### config.mk
export PLATFORM = sky130hd
export DESIGN_NAME = ad7606_frame_pack
export DESIGN_NICKNAME = d
export VERILOG_FILES = /design/src/rtl/ad7606_frame_pack.sv
export SDC_FILE = /design/constraint.sdc
export NUM_CORES = 1
export LEC_CHECK = 0
export ABC_AREA = 1
export BUFFER_PORTS_ARGS = -buffer_cell sky130_fd_sc_hd__buf_2
export CORE_ASPECT_RATIO = 0.7
export CORE_MARGIN = 2
export CORE_UTILIZATION = 45
export CTS_BUF_LIST = sky130_fd_sc_hd__clkbuf_2
export CTS_CLUSTER_SIZE = 25
export DETAILED_ROUTE_END_ITERATION = 16
export PLACE_DENSITY_LB_ADDON = 0.3
export SYNTH_ARGS = -nofsm -noshare
export SYNTH_HDL_FRONTEND = slang
export SYNTH_SLANG_ARGS = --single-unit
### constraint.sdc
create_clock -name i_clk -period 8.4 [get_ports i_clk]
set_clock_uncertainty 0.1 [all_clocks]
set_input_delay 1.26 -clock i_clk [delete_from_list [all_inputs] [get_ports i_clk]]
set_output_delay 1.26 -clock i_clk [all_outputs]
set_load 0.01 [all_outputs]
### src/rtl/ad7606_frame_pack.sv
// rtl/ad7606_frame_pack.sv - gathers one sample per AD7606 channel and streams it as a 20-byte framed packet.
// Optional build macro AD_FRAME_CRC8_EN swaps the additive checksum for CRC-8 (poly 0x07).
module ad7606_frame_pack #(
    parameter logic [7:0] HEAD_0 = 8'hA5,
    parameter logic [7:0] HEAD_1 = 8'h5A
) (
    input  logic        i_clk,
    input  logic        i_rst,
    input  logic [15:0] i_user_data_1,
    input  logic [15:0] i_user_data_2,
    input  logic [15:0] i_user_data_3,
    input  logic [15:0] i_user_data_4,
    input  logic [15:0] i_user_data_5,
    input  logic [15:0] i_user_data_6,
    input  logic [15:0] i_user_data_7,
    input  logic [15:0] i_user_data_8,
    input  logic        i_user_valid_1,
    input  logic        i_user_valid_2,
    input  logic        i_user_valid_3,
    input  logic        i_user_valid_4,
    input  logic        i_user_valid_5,
    input  logic        i_user_valid_6,
    input  logic        i_user_valid_7,
    input  logic        i_user_valid_8,
    output logic [7:0]  o_tx_data,
    output logic        o_tx_valid,
    input  logic        i_tx_ready,
    output logic        o_tx_last,
    output logic        o_overrun,
    output logic [7:0]  o_drop_cnt
);

    typedef enum logic [2:0] {
        S_IDLE,
        S_HDR0,
        S_HDR1,
        S_SEQ,
        S_DATA,
        S_CSUM
    } state_t;

    state_t      r_state;
    state_t      w_next;
    logic [15:0] w_data [8];
    logic [7:0]  w_valid;
    logic [15:0] r_hold [8];
    logic [15:0] r_buf  [8];
    logic [7:0]  r_flag;
    logic [7:0]  r_seq;
    logic [7:0]  r_csum;
    logic [3:0]  r_idx;
    logic        r_overrun;
    logic [7:0]  r_drop_cnt;
    logic        w_full;
    logic        w_accept;
    logic [7:0]  w_data_byte;
    logic [7:0]  w_csum_first;
    logic [7:0]  w_csum_step;

    assign w_data[0] = i_user_data_1;
    assign w_data[1] = i_user_data_2;
    assign w_data[2] = i_user_data_3;
    assign w_data[3] = i_user_data_4;
    assign w_data[4] = i_user_data_5;
    assign w_data[5] = i_user_data_6;
    assign w_data[6] = i_user_data_7;
    assign w_data[7] = i_user_data_8;
    assign w_valid   = {i_user_valid_8, i_user_valid_7, i_user_valid_6, i_user_valid_5,
                        i_user_valid_4, i_user_valid_3, i_user_valid_2, i_user_valid_1};

    assign w_full      = &r_flag;
    // Every non-IDLE state presents a byte, so acceptance needs only ready.
    assign w_accept    = (r_state != S_IDLE) && i_tx_ready;
    assign w_data_byte = r_idx[0] ? r_buf[r_idx[3:1]][7:0] : r_buf[r_idx[3:1]][15:8];

`ifdef AD_FRAME_CRC8_EN
    function automatic logic [7:0] f_crc8(input logic [7:0] crc, input logic [7:0] data);
        logic [7:0] c;
        c = crc ^ data;
        for (int b = 0; b < 8; b++) begin
            c = c[7] ? ((c << 1) ^ 8'h07) : (c << 1);
        end
        return c;
    endfunction
    assign w_csum_first = f_crc8(8'h00, r_seq);
    assign w_csum_step  = f_crc8(r_csum, w_data_byte);
`else
    assign w_csum_first = r_seq;
    assign w_csum_step  = r_csum + w_data_byte;
`endif

    // A valid landing on the clearing edge seeds the next frame instead of being lost.
    always_ff @(posedge i_clk or negedge i_rst) begin
        if (!i_rst) begin
            r_flag <= '0;
            for (int i = 0; i < 8; i++) begin
                r_hold[i] <= '0;
                r_buf[i]  <= '0;
            end
        end else begin
            for (int i = 0; i < 8; i++) begin
                if (w_valid[i]) r_hold[i] <= w_data[i];
            end
            r_flag <= w_full ? w_valid : (r_flag | w_valid);
            if (w_full && r_state == S_IDLE) begin
                for (int i = 0; i < 8; i++) r_buf[i] <= r_hold[i];
            end
        end
    end

    always_ff @(posedge i_clk or negedge i_rst) begin
        if (!i_rst) begin
            r_overrun  <= 1'b0;
            r_drop_cnt <= '0;
        end else begin
            r_overrun <= w_full && (r_state != S_IDLE);
            if (w_full && (r_state != S_IDLE) && (r_drop_cnt != 8'hFF)) begin
                r_drop_cnt <= r_drop_cnt + 8'd1;
            end
        end
    end

    always_ff @(posedge i_clk or negedge i_rst) begin
        if (!i_rst) begin
            r_state <= S_IDLE;
            r_seq   <= '0;
            r_csum  <= '0;
            r_idx   <= '0;
        end else begin
            r_state <= w_next;
            if (w_accept) begin
                case (r_state)
                    S_SEQ:   r_csum <= w_csum_first;
                    S_DATA: begin
                        r_csum <= w_csum_step;
                        r_idx  <= r_idx + 4'd1;
                    end
                    S_CSUM:  r_seq <= r_seq + 8'd1;
                    default: ;
                endcase
            end
        end
    end

    always_comb begin
        w_next     = r_state;
        o_tx_data  = 8'h00;
        o_tx_valid = 1'b0;
        o_tx_last  = 1'b0;
        case (r_state)
            S_IDLE: begin
                if (w_full) w_next = S_HDR0;
            end
            S_HDR0: begin
                o_tx_valid = 1'b1;
                o_tx_data  = HEAD_0;
                if (i_tx_ready) w_next = S_HDR1;
            end
            S_HDR1: begin
                o_tx_valid = 1'b1;
                o_tx_data  = HEAD_1;
                if (i_tx_ready) w_next = S_SEQ;
            end
            S_SEQ: begin
                o_tx_valid = 1'b1;
                o_tx_data  = r_seq;
                if (i_tx_ready) w_next = S_DATA;
            end
            S_DATA: begin
                o_tx_valid = 1'b1;
                o_tx_data  = w_data_byte;
                if (i_tx_ready && r_idx == 4'd15) w_next = S_CSUM;
            end
            S_CSUM: begin
                o_tx_valid = 1'b1;
                o_tx_data  = r_csum;
                o_tx_last  = 1'b1;
                if (i_tx_ready) w_next = S_IDLE;
            end
            default: w_next = S_IDLE;
        endcase
    end

    assign o_overrun  = r_overrun;
    assign o_drop_cnt = r_drop_cnt;

endmodule

; Word-level counts from Yosys, hierarchy flattened
; Index checks and enable logic that the tools add are counted.
[classes]
addsub = 4
order_cmp = 1
eq_ne = 13
n_mux = 16
bitwise = 2
reduce_logical = 14
[ops]
columns = op, n
row1 = $bmux W16 S3, 1
row2 = $pmux W8 S5, 1
row3 = $mux W16, 2
row4 = $mux W3, 6
row5 = $pmux W3 S6, 1
row6 = $add A8 B1 Y8 const B, 2
row7 = $mux W8, 2
row8 = $pmux W8 S2, 1
row9 = $ne A2 B2 Y1 const B, 6
row10 = $add A8 B8 Y8, 1
row11 = $ne A8 B8 Y1 const B, 1
row12 = $or A8 B8 Y8, 1
row13 = $reduce_and A8 Y1, 1
row14 = $eq A3 B2 Y1 const B, 2
row15 = $eq A3 B3 Y1 const B, 2
row16 = $reduce_and A2 Y1, 3
row17 = $reduce_and A6 Y1, 1
row18 = $logic_and A1 B1 Y1, 5
row19 = $reduce_or A5 Y1, 1
row20 = $add A4 B1 Y4 const B, 1
row21 = $eq A4 B4 Y1 const B, 1
row22 = $ge A4 B4 Y1 const B, 1
row23 = $not A3 Y4, 1
row24 = $eq A3 B1 Y1 const B, 1
row25 = other kinds (4), 5
[totals]
reg_bits = 296
out_inout_bits = 19

; Depth between registers and ports, before layout
[depth]
depth_word = 7
ltp_mapped = 19
mapped_depth_nobuf = 16

; Worst setup path before layout
; OpenSTA, ideal clock, no wires.
[synth_timing]
kind = register -> output
startpoint = reg r_idx[1]
endpoint = out o_tx_data[3]
arrival_time_ns = 1.463
slack_ns = 5.577
stages_incl_launch_ff = 11
n_path_buf = 3
cell_sequence = dfrtp_1 buf_4 inv_4 buf_6 buf_2 nor2_1 o221ai_1 o211ai_1 nand2_1 nand2_1 o211ai_1
[synth_between]
elab_chain_len = 6
[synth_lines]
columns = element, line
row1 = start: declaration, 51  ; logic [3:0] r_idx;
row2 = start signal: assignment, 136  ; r_idx <= r_idx + 4'd1;
row3 = $not A3 Y4 (not written as such), 74  ; assign w_data_byte = r_idx[0] ? r_buf[r_idx[3:1]][7:0] : r_buf[r_idx[3:1]][15:8];
row4 = $bmux W16 S3, 74
row5 = $mux W16 (not written as such) (2 in a row), 74
row6 = $mux W8, 74
row7 = $pmux W8 S5, 150  ; case (r_state)
row8 = end: declaration, 25  ; output logic [7:0] o_tx_data,
; Every way passes these cells. The select of a mux whose other input is x is not followed.

; Worst setup path in the final report
[layout_timing]
startpoint = reg r_idx[2]
endpoint = out o_tx_data[3]
; Same word-level chain as after synthesis.

==> results.txt <==
- Count of clock tree sinks: 296
- Final hold analysis gives a worst-case slack of 0.330 ns.
* Result of the run: completed
* Number of instances in the synthesized netlist: 1,443
- Post-synth net total: 1,593
* Number of buffer cells added on primary ports: 157
- Across all register-to-register paths, the minimum setup slack is 4.44 ns.
- Worst flop-to-flop path startpoint: r_idx[2]
- Final weighted congestion in routability-driven placement: 0.892
- The first detailed-routing pass took 5 iterations.
* Clock tree from TritonCTS: built
- Ports placed on the boundary: 158
- After detailed routing, the number of remaining DRC violations is 0.
- CTS placed an instance of sky130_fd_sc_hd__clkbuf_2 at the clock tree root.
- Most common library cell in the layout ignoring fill and taps: sky130_fd_sc_hd__nand2_1
- Syn Std Cell Area: 12,800 sq um
- Insertion delay to the later sink of the worst-skew pair: 0.85 ns
* Combined global-route utilization of all metal layers: 23.2%
* Global-route wire length before repair: 53,700 microns
- Final-report max-slew violation count: 0
* Die area: 29,900 sq um
- Counting along the longest clock path gives a buffer depth of 3.
- Number of placement rows: 51
- R2r endpoint: r_csum[6]
* Routed wire per std cell: 16.7 microns
- Vias per inst: 5.11
* Post-cts resize count: 0
- The critical path starts at r_idx[2].
- By startpoint and endpoint, the worst setup path is classified as register to output pin.
* Fmax: 206 MHz
* Number of distinct library cells after synthesis: 43
* Type of the most critical hold path: input port to async pin
- STA classifies the critical path startpoint as a register.
* Total grt overflow: 0
* Max-cap violations: 0
- Total wire length after detailed routing: 33,600 microns
- Of the available clock period, the critical path in the final layout requires 57.8%.
* Setup repair bufs after CTS: 0
- The worst setup path is captured at an output pin.
* Area added between synthesis and finish: 12.1%
* Fill cell total of the finished layout: 2,709
- Final-report hold violation count: 0
- Number of failing setup endpoints in the final timing report: 0
- IR Drop Worst-Case VDD: 123 uV
- Entering global routing, the biggest net connects 171 pins.
- The count of nets left with antenna violations once routing finished came out at 0.
- Detailed routing inserted a total of 10,300 vias.
- Setup repair after global routing left no endpoint under its margin.
- Number of hold-repair buffers added at the cts stage: 0
- Measured against its own limit, the worst slew margin works out to 27.7%.
- Clock-pin slew was measured on the worst setup and hold paths at 0.11 ns.
* TritonCTS Buffers: 74
- Initial cell density of the core: 46.0%
- For the pin with the worst max-slew slack, the measured transition is 1.08 ns.
- CTS built an H-tree with a depth of 3.
- Dividing total power by cell area gives a power density of 334 nW/um^2.
* End point of the critical path: o_tx_data[3]
* Die extent in y: 145 microns
- Subtracting the final worst setup slack from the clock period gives 4.86 ns.
* Post-DP HPWL: 23,900 microns
- In the final layout, the share of cells above drive strength 1 is 17.4%.
- Leakage power summed over all cells: 7.37 nW
* Initial drt markers: 856
- Along the worst path, the maximum fanout reaches 34.
* Critical path arrival: 3.50 ns
- The die is 206 microns wide.
- Setup total negative slack on the finished layout was measured at 0 ns.
- Number of global-route vias before repair: 9,970
- The library cells used most frequently in the layout, excluding fill and tap cells, are sky130_fd_sc_hd__nand2_1 (336), sky130_fd_sc_hd__dfrtp_1 (295), sky130_fd_sc_hd__o21ai_0 (209), sky130_fd_sc_hd__inv_1 (177), sky130_fd_sc_hd__buf_2 (156).
- At the worst endpoint, the required time is 7.04 ns.
- Measured in cells, the most critical reg-to-reg path has a length of 16.
- Number of antenna violations at the first check in global routing: 1
* Number of register bits inferred by synthesis: 296
- Number of nets in the final layout: 1,753
* Core Box Area: 27,900 sq um
- Post-placement setup slack: 4.53 ns
- Worst setup margin: 3.54 ns
- Sequential elements use 57.8% of the synthesized area.
- Avg Inst Size Synth: 8.88 sq um
- Summing internal, switching and leakage power gives 4.80 mW.
- Yosys printed 0 warnings.
-- report_power, final --
part           internal, mW  total (mW)  switching, mW  leakage, nW
Clock                 0.377       0.928          0.552        0.470
Combinational         0.612        1.69           1.07         3.25
Sequential             1.81        2.19          0.378         3.65
-- critical path, stage by stage (launching register included) --
cell and delay [ns]:
sky130_fd_sc_hd__dfrtp_1 0.93, sky130_fd_sc_hd__inv_1 0.68, sky130_fd_sc_hd__o21ai_0 0.24, sky130_fd_sc_hd__o221ai_1 0.13, sky130_fd_sc_hd__o211ai_1 0.14, sky130_fd_sc_hd__nand2_1 0.19, sky130_fd_sc_hd__nand2_1 0.11, sky130_fd_sc_hd__o211ai_1 0.08
sky130_fd_sc_hd__buf_2 0.15
-- Yosys cell counts --
master,instances,area [sq um]
sky130_fd_sc_hd__o21bai_1,8,60.1
sky130_fd_sc_hd__a22oi_1,1,7.51
sky130_fd_sc_hd__nor2_1,69,259
sky130_fd_sc_hd__nand3_1,31,155
sky130_fd_sc_hd__a21oi_1,18,90.1
sky130_fd_sc_hd__nor3_2,2,20.0
sky130_fd_sc_hd__o21ai_1,113,566
sky130_fd_sc_hd__nor2_2,1,6.26
sky130_fd_sc_hd__mux2i_1,5,50.1
sky130_fd_sc_hd__xor2_1,15,131
sky130_fd_sc_hd__o211ai_1,10,75.1
sky130_fd_sc_hd__clkbuf_1,35,131
sky130_fd_sc_hd__inv_2,3,11.3
sky130_fd_sc_hd__mux2_2,1,11.3
sky130_fd_sc_hd__o31ai_1,1,7.51
sky130_fd_sc_hd__a31oi_1,2,12.5
sky130_fd_sc_hd__nand4_1,2,12.5
sky130_fd_sc_hd__clkinv_4,1,8.76
sky130_fd_sc_hd__ha_1,10,125
sky130_fd_sc_hd__dfrtp_1,296,7410
sky130_fd_sc_hd__buf_1,1,3.75
sky130_fd_sc_hd__buf_2,32,160
sky130_fd_sc_hd__buf_4,5,37.5
sky130_fd_sc_hd__nand2_1,336,1260
sky130_fd_sc_hd__o221ai_1,23,201
sky130_fd_sc_hd__nor3_1,2,10.0
sky130_fd_sc_hd__nor4_1,3,18.8
sky130_fd_sc_hd__a221oi_1,4,35.0
sky130_fd_sc_hd__xnor2_1,4,35.0
sky130_fd_sc_hd__fa_1,1,20.0
sky130_fd_sc_hd__nand4_2,1,12.5
sky130_fd_sc_hd__or2_2,4,25.0
sky130_fd_sc_hd__buf_6,4,45.0
sky130_fd_sc_hd__inv_4,1,6.26
sky130_fd_sc_hd__nand2_4,1,11.3
sky130_fd_sc_hd__nand3b_1,1,7.51
sky130_fd_sc_hd__o21ai_0,209,1050
sky130_fd_sc_hd__o22ai_1,5,31.3
sky130_fd_sc_hd__a21o_1,1,7.51
sky130_fd_sc_hd__clkinv_1,1,3.75
sky130_fd_sc_hd__nand2_2,2,12.5
sky130_fd_sc_hd__nor2_4,1,11.3
sky130_fd_sc_hd__inv_1,177,664
-- worst min-delay path by stage --
stage / to / depth (start not counted) / from
2_1_floorplan: r_buf[125] / 2 / r_buf[125]
3_3_place_gp: r_buf[47] / 2 / r_buf[47]
3_5_place_dp: r_buf[47] / 2 / r_buf[47]
4_1_cts: o_drop_cnt[1] / 1 / i_rst
5_1_grt: r_buf[51] / 2 / r_hold[51]
6_report: o_drop_cnt[1] / 1 / i_rst
-- final cells by class --
| cell class | count | area (sq um) | share of cell area [%] |
|---|---|---|---|
| clock inverter | 15 | 114 | 0.792 |
| multi-input combinational | 887 | 4350 | 30.3 |
| sequential | 296 | 7410 | 51.5 |
| tap | 371 | 464 | 3.23 |
| timing repair buffer | 161 | 838 | 5.83 |
| clock buffer | 100 | 500 | 3.48 |
| inverter | 183 | 694 | 4.83 |
| antenna | 1 | 2.50 | 0.0174 |
-- metrics by stage --
step           utilization (%)  cell area, sq um  cells
2_1_floorplan                -             12800   1443
3_3_place_gp              49.3             13800   1898
3_5_place_dp              49.3             13800   1898
4_1_cts                   51.5             14400   2013
5_1_grt                   51.5             14400   2014
6_report                  51.5             14400   2014
-- sequential cells by signal (all words and copies together), names as in the netlist --
signal / flops
o_drop_cnt: 8
o_overrun: 1
r_buf: 128
r_csum: 8
r_flag: 8
r_hold: 128
r_idx: 4
r_seq: 8
r_state: 3
-- cells by family after synthesis --
| logic type | synth area share (%) |
|---|---|
| and+or+nand+nor | 14.2 |
| muxes | 0.478 |
| xor gates and xnor gates | 1.30 |
| adders and majority gates | 1.13 |
| DFF | 57.8 |
| buffers and inverters | 8.37 |
| AOI/OAI and AO/OA | 16.7 |
-- metal layers --
layer	track usage, %	vias up	wire length [microns]
met3	6.31	49	2700
met5	0	-	0
met4	6.55	0	530
met1	36.4	4870	16600
met2	31.1	344	13700
li1	-	5021	-
No activity file was read; power rests on OpenSTA's default activity.
